<file path="config.mk">
export PLATFORM = sky130hd
export DESIGN_NAME = writeback_stage_flat
export DESIGN_NICKNAME = d
export VERILOG_FILES = /design/src/rtl/writeback_stage_if.sv /design/src/rtl/writeback_stage.sv /design/src/flat_wrapper.sv
export SDC_FILE = /design/constraint.sdc
export NUM_CORES = 2
export LEC_CHECK = 0
export CAP_MARGIN = 20
export CORE_MARGIN = 4
export CORE_UTILIZATION = 36
export DETAILED_ROUTE_END_ITERATION = 16
export SYNTH_ARGS = -nofsm -noshare
export SYNTH_HDL_FRONTEND = slang
export SYNTH_SLANG_ARGS = --single-unit
</file>
<file path="constraint.sdc">
create_clock -name clk -period 7.64 [get_ports clk]
set_input_delay 1.91 -clock clk [delete_from_list [all_inputs] [get_ports clk]]
set_output_delay 1.91 -clock clk [all_outputs]
set_load 0.02 [all_outputs]
</file>
<file path="src/rtl/writeback_stage_if.sv">
// writeback_stage_if
//   Bundles the EX_WB stage register fields, the two decode read ports, the
//   forwarding register outputs and the retired-op counter of writeback_stage.
//   master : ALU/decode side (drives EX_WB fields and read addresses)
//   slave  : writeback_stage (drives read data, forward register, instret)
//   EX_WB fields: alu_result, alu_result_ready, do_not_execute, reg_wr_addr, reg_wr_en
interface writeback_stage_if #(
  parameter int XLEN   = 32,
  parameter int ADDR_W = 5
);
  logic [XLEN-1:0]   alu_result;
  logic              alu_result_ready;
  logic              do_not_execute;
  logic [ADDR_W-1:0] reg_wr_addr;
  logic              reg_wr_en;

  logic [ADDR_W-1:0] rs1_addr;
  logic [ADDR_W-1:0] rs2_addr;
  logic [XLEN-1:0]   rs1_data;
  logic [XLEN-1:0]   rs2_data;

  logic              fwd_valid;
  logic [ADDR_W-1:0] fwd_addr;
  logic [XLEN-1:0]   fwd_data;

  logic [63:0]       instret;

  modport master (
    output alu_result, alu_result_ready, do_not_execute, reg_wr_addr, reg_wr_en,
    output rs1_addr, rs2_addr,
    input  rs1_data, rs2_data, fwd_valid, fwd_addr, fwd_data, instret
  );

  modport slave (
    input  alu_result, alu_result_ready, do_not_execute, reg_wr_addr, reg_wr_en,
    input  rs1_addr, rs2_addr,
    output rs1_data, rs2_data, fwd_valid, fwd_addr, fwd_data, instret
  );
endinterface

</file>
<file path="src/rtl/writeback_stage.sv">
// writeback_stage
//   Final pipeline stage: commits EX_WB results into the integer register file
//   (x0 hardwired to zero), serves two combinational read ports with
//   same-cycle write-through bypass, and registers the last commit for one
//   cycle so the ALU operand muxes can forward it.
// Ports
//   clk      : clock, all state updates on posedge
//   reset_n  : asynchronous active-low reset
//   wb       : writeback_stage_if.slave (EX_WB fields, rs1/rs2 read ports,
//              fwd_valid/fwd_addr/fwd_data, instret)
// Configuration
//   WB_INSTRET_EN : when defined, adds a 64-bit retired-op counter on
//                   wb.instret; otherwise wb.instret is tied to 0.
module writeback_stage #(
  parameter int XLEN     = 32,
  parameter int NUM_REGS = 32,
  parameter int ADDR_W   = $clog2(NUM_REGS)
) (
  input logic               clk,
  input logic               reset_n,
  writeback_stage_if.slave  wb
);

  logic [XLEN-1:0]   regs_q [NUM_REGS];
  logic [XLEN-1:0]   regs_d [NUM_REGS];
  logic              fwd_valid_q, fwd_valid_d;
  logic [ADDR_W-1:0] fwd_addr_q,  fwd_addr_d;
  logic [XLEN-1:0]   fwd_data_q,  fwd_data_d;

  logic wr_in_range;
  logic rs1_in_range;
  logic rs2_in_range;
  logic commit;

  // Addresses beyond NUM_REGS exist only when NUM_REGS < 2**ADDR_W.
  assign wr_in_range  = (32'(wb.reg_wr_addr) < 32'(NUM_REGS));
  assign rs1_in_range = (32'(wb.rs1_addr)    < 32'(NUM_REGS));
  assign rs2_in_range = (32'(wb.rs2_addr)    < 32'(NUM_REGS));

  assign commit = wb.alu_result_ready & wb.reg_wr_en & ~wb.do_not_execute &
                  (wb.reg_wr_addr != '0) & wr_in_range;

  always_comb begin
    regs_d      = regs_q;
    fwd_valid_d = commit;
    fwd_addr_d  = fwd_addr_q;
    fwd_data_d  = fwd_data_q;
    if (commit) begin
      regs_d[wb.reg_wr_addr] = wb.alu_result;
      fwd_addr_d             = wb.reg_wr_addr;
      fwd_data_d             = wb.alu_result;
    end
  end

  always_ff @(posedge clk or negedge reset_n) begin
    if (!reset_n) begin
      for (int i = 0; i < NUM_REGS; i++) regs_q[i] <= '0;
      fwd_valid_q <= 1'b0;
      fwd_addr_q  <= '0;
      fwd_data_q  <= '0;
    end else begin
      regs_q      <= regs_d;
      fwd_valid_q <= fwd_valid_d;
      fwd_addr_q  <= fwd_addr_d;
      fwd_data_q  <= fwd_data_d;
    end
  end

  // x0 and out-of-range reads win over the bypass; commit already excludes
  // both, so the bypass only ever targets a real, writable register.
  assign wb.rs1_data = (wb.rs1_addr == '0 || !rs1_in_range) ? '0 :
                       (commit && wb.rs1_addr == wb.reg_wr_addr) ? wb.alu_result :
                       regs_q[wb.rs1_addr];
  assign wb.rs2_data = (wb.rs2_addr == '0 || !rs2_in_range) ? '0 :
                       (commit && wb.rs2_addr == wb.reg_wr_addr) ? wb.alu_result :
                       regs_q[wb.rs2_addr];

  assign wb.fwd_valid = fwd_valid_q;
  assign wb.fwd_addr  = fwd_addr_q;
  assign wb.fwd_data  = fwd_data_q;

`ifdef WB_INSTRET_EN
  logic [63:0] instret_q, instret_d;

  // Every executed op retires, including ones that write nothing or target x0.
  always_comb begin
    instret_d = instret_q;
    if (wb.alu_result_ready && !wb.do_not_execute) instret_d = instret_q + 64'd1;
  end

  always_ff @(posedge clk or negedge reset_n) begin
    if (!reset_n) instret_q <= '0;
    else          instret_q <= instret_d;
  end

  assign wb.instret = instret_q;
`else
  assign wb.instret = '0;
`endif

endmodule

</file>
<file path="src/flat_wrapper.sv">
// flat-port wrapper written by rule: the top's interface ports become plain ports
module writeback_stage_flat 
#(
  parameter int XLEN     = 32,
  parameter int NUM_REGS = 32,
  parameter int ADDR_W   = $clog2(NUM_REGS)
)
  (clk, reset_n, wb_alu_result, wb_alu_result_ready, wb_do_not_execute, wb_reg_wr_addr, wb_reg_wr_en, wb_rs1_addr, wb_rs2_addr, wb_rs1_data, wb_rs2_data, wb_fwd_valid, wb_fwd_addr, wb_fwd_data, wb_instret);
  writeback_stage_if #(.XLEN(XLEN), .ADDR_W(ADDR_W)) wb_i ();
  input logic clk;
  input logic reset_n;
  input wire logic [$bits(wb_i.alu_result)-1:0] wb_alu_result;
  input wire logic [$bits(wb_i.alu_result_ready)-1:0] wb_alu_result_ready;
  input wire logic [$bits(wb_i.do_not_execute)-1:0] wb_do_not_execute;
  input wire logic [$bits(wb_i.reg_wr_addr)-1:0] wb_reg_wr_addr;
  input wire logic [$bits(wb_i.reg_wr_en)-1:0] wb_reg_wr_en;
  input wire logic [$bits(wb_i.rs1_addr)-1:0] wb_rs1_addr;
  input wire logic [$bits(wb_i.rs2_addr)-1:0] wb_rs2_addr;
  output wire logic [$bits(wb_i.rs1_data)-1:0] wb_rs1_data;
  output wire logic [$bits(wb_i.rs2_data)-1:0] wb_rs2_data;
  output wire logic [$bits(wb_i.fwd_valid)-1:0] wb_fwd_valid;
  output wire logic [$bits(wb_i.fwd_addr)-1:0] wb_fwd_addr;
  output wire logic [$bits(wb_i.fwd_data)-1:0] wb_fwd_data;
  output wire logic [$bits(wb_i.instret)-1:0] wb_instret;
  assign wb_i.alu_result = wb_alu_result;
  assign wb_i.alu_result_ready = wb_alu_result_ready;
  assign wb_i.do_not_execute = wb_do_not_execute;
  assign wb_i.reg_wr_addr = wb_reg_wr_addr;
  assign wb_i.reg_wr_en = wb_reg_wr_en;
  assign wb_i.rs1_addr = wb_rs1_addr;
  assign wb_i.rs2_addr = wb_rs2_addr;
  assign wb_rs1_data = wb_i.rs1_data;
  assign wb_rs2_data = wb_i.rs2_data;
  assign wb_fwd_valid = wb_i.fwd_valid;
  assign wb_fwd_addr = wb_i.fwd_addr;
  assign wb_fwd_data = wb_i.fwd_data;
  assign wb_instret = wb_i.instret;
  writeback_stage #(.XLEN(XLEN), .NUM_REGS(NUM_REGS), .ADDR_W(ADDR_W)) u_core (.clk(clk), .reset_n(reset_n), .wb(wb_i));
endmodule
</file>
==> flow_metrics.tcl <==
set metrics [dict create \
    result_of_the_run "finished clean" \
    area_delta_synth_final_pct 14.1 \
    worstSkewPairLatency_ns 0.77 \
    htree_levels 4 \
    post_synth.cell_area_avg_sq_um 14.0 \
    preCtsSetupSlack_ns 0.662 \
    max_clock_freq_ghz 0.143 \
    synth_simple_gate_area_share_pct 3.40 \
    holdCritPathClass "register to register" \
    synth_warnings 0 \
    end_kind "primary output" \
    worst-endpoint-required_ns 5.73 \
    fin_worst_skew_ns 0 \
    initial_utilization_pct 36.3 \
    power.density_cell_area_mw_per_mm2 228 \
    holdCritStartpoint "u_core.regs_q[1002]" \
    timing_hold_violations_final 0 \
    netlist-cell-type-count 75 \
    cts_hold_buf 0 \
    post_cts.repair.setup_buffers 0 \
    finalInstanceArea_sq_mm 0.0658 \
    grt_pass1_vias 39700 \
    vertical_die_dimension_um 408 \
    r2r_start "u_core.regs_q[329]" \
    synth-seq-area-share_pct 46.1 \
    tightest_slew_ns 1.21 \
    timing.max_cap.violations 0 \
    yosys_most_used_dff "dfrtp_1" \
    post_cts_resized 0 \
    drt-wirelength-per-cell_um 33.5 \
    timing.critical_path.cells "clkdlybuf4s50_1 -> nor3_1 -> buf_4 -> nand2_1 -> nand2_2 -> inv_2 -> nand4_1 -> nand2_1 -> buf_4 -> o31ai_1 -> clkdlybuf4s50_1" \
    wire_length_of_the_first_global_routing_pass_um 304000 \
    netlist_area_sq_mm 0.0577 \
    yosys-top-cells-area "dfrtp_1 46%, mux2_2 19%, mux4_2 14%" \
    placement.io_buffers 153 \
    postSynthRegisterBits 1062 \
    setup_ws_ns 0.639 \
    antenna_violating_nets_post_route 0 \
    globalRouteTotalUtil_pct 25.1 \
    placement.cell_area_sq_mm 0.0614 \
    critPathSlowestCell "clkdlybuf4s50_1" \
    synthDominantAreaCellType "dfrtp_1" \
    wl_um 213000 \
    cts_num_sinks 1062 \
    setup_repair_after_global_routing_missed_its_margin "false" \
    grt_antenna_before_repair 5 \
    crit_path_launch "wb_reg_wr_addr[2]" \
    cts_bufs_inserted 130 \
    ir_drop_mv 0.162 \
    fraction_of_synthesis_flops_using_an_asynchronous_set_or_reset_pin_pct 100 \
    cp.arrival_ns 5.09 \
    floorplan.die.width_um 408 \
    synth_top_area_share_pct 46.1 \
    fin_setup_tns_ns 0 \
    path_class "input pin to primary output" \
    synthAdderAreaFrac_pct 0 \
    detailedPlacementHpwl_um 132000 \
    static_leakage_nw 30.0 \
    cts_root_buffer "clkbuf_16" \
    synth_common_cells "1062 x dfrtp_1, 965 x mux2_2, 364 x mux4_2, 253 x mux2i_1, 206 x clkbuf_1" \
    slew_headroom_pct 19.0 \
    syn-instance-count 4117 \
    remaining_design_rule_violation_count 0 \
    drtIter0Drc 4089 \
    nFillCells 14600 \
    gp_congestion 0.850 \
    vias_per_cell 6.24 \
    cp_top_family "buffers and inverters" \
    grt_start_max_net_pins 162 \
    synth_enable_flop_cells 0 \
    timing.final.crit_period_ns 7.00 \
    setup-violations-final 0 \
    most_frequent_cell_after_synthesis "dfrtp_1" \
    clkTransAtPathRegs_ns 0.05 \
    floorplan.die_area_sq_mm 0.167 \
    post_synth_xor_area_fraction_pct 0.152 \
    io_pins 218 \
    tritoncts "yes" \
    drive_gt1_share_pct 44.4 \
    drt-pass1-iter-count 5 \
    fin_util_pct 41.5 \
    cp_num_buf_inv 5 \
    std_cell_rows 146 \
    synth-compound-area-share_pct 6.00 \
    fraction_of_synthesized_area_in_multiplexers_pct 39.0 \
    fin_crit_sh_pct 91.6 \
    slowest_delay_ns 0.74 \
    worst-path-max-fanout 4 \
    route.vias.total 39800 \
    core_area_sq_mm 0.159 \
    globalRoute.totalOverflow 0 \
    dominant_combinational_cell_family_by_area_after_synthesis "multiplexers" \
    cts_max_path_buffers 3 \
    slew_violations 0 \
    design.final.nets 4248 \
    worst_setup_path_start_kind "input pin" \
]
## layer usage
layer  track usage [%]  vias up  share of wire, %
met3              6.01      467               8.7
met1              34.0    21500                41
met4              10.4        2               4.4
li1                  -    15800                 -
met2              38.8     2045                46
met5                 0        -            0.0061
## area by class of cell
| class | instances | area, sq um | share of cell area [%] |
|---|---|---|---|
| inverters | 9 | 33.8 | 0.0513 |
| diodes | 4 | 10.0 | 0.0152 |
| repair buffers | 398 | 3820 | 5.81 |
| clock inverters | 52 | 599 | 0.911 |
| well taps | 2072 | 2590 | 3.94 |
| flip-flops and latches | 1062 | 26600 | 40.4 |
| clock buffers | 180 | 3730 | 5.67 |
| multi-input cells | 2595 | 28500 | 43.2 |
## state kept, by name, summed over array words and instances, names as in the netlist
name / cells
u_core.wb.fwd_data: 32
u_core.wb.fwd_valid: 1
u_core.wb.fwd_addr: 5
u_core.regs_q: 1024
## metrics by stage
stage	hold slack [ns]	power, mW	cells
2_1_floorplan	0.438	7.86	4180
3_3_place_gp	0.374	8.67	6131
3_5_place_dp	0.382	8.72	6134
4_1_cts	0.395	15.1	6366
5_1_grt	0.401	15.5	6371
6_report	0.397	15.0	6372
## worst paths after layout
kind                                              end  slack, ns  cells past startpoint
worst max-delay path                   wb_rs2_data[0]       0.64                     11
worst min-delay path              u_core.regs_q[1002]       0.40                      0
worst max register to register     u_core.regs_q[329]       6.83                      1
worst min register to register    u_core.regs_q[1002]       0.40                      0
max in group asynchronous          u_core.regs_q[409]       4.99                      2
min in group asynchronous       u_core.wb.fwd_data[7]       1.17                      1
## power breakdown
part,switching [mW],internal [mW]
clock,2.63,3.74
sequential,0.335,6.09
combinational,1.17,1.06
total,4.13,10.9
## logic make-up (layout without fill, tap and decap cells)
kind of cell | Yosys count | after routing
mux | 1626 | 1626
flops | 1062 | 1062
buf+inv | 523 | 639
compound gates | 483 | 483
simple gates | 412 | 412
xor+xnor | 10 | 10
other cells | 1 | 68
## layout by cell type, fill, tap and decap left out, types with 27 or more instances in the layout
cell / instances
dfrtp_1: 1062
mux2_2: 965
mux4_2: 364
mux2i_1: 253
buf_4: 247
nand2_1: 146
clkbuf_16: 133
o22ai_1: 98
clkdlybuf4s50_1: 97
nor2_1: 73
o21ai_0: 71
conb_1: 64
nor3_1: 56
a21oi_1: 52
a221oi_1: 47
buf_12: 40
a221o_1: 31
a22oi_1: 28
mux4_1: 27
Power figures use the tool's default switching activity.
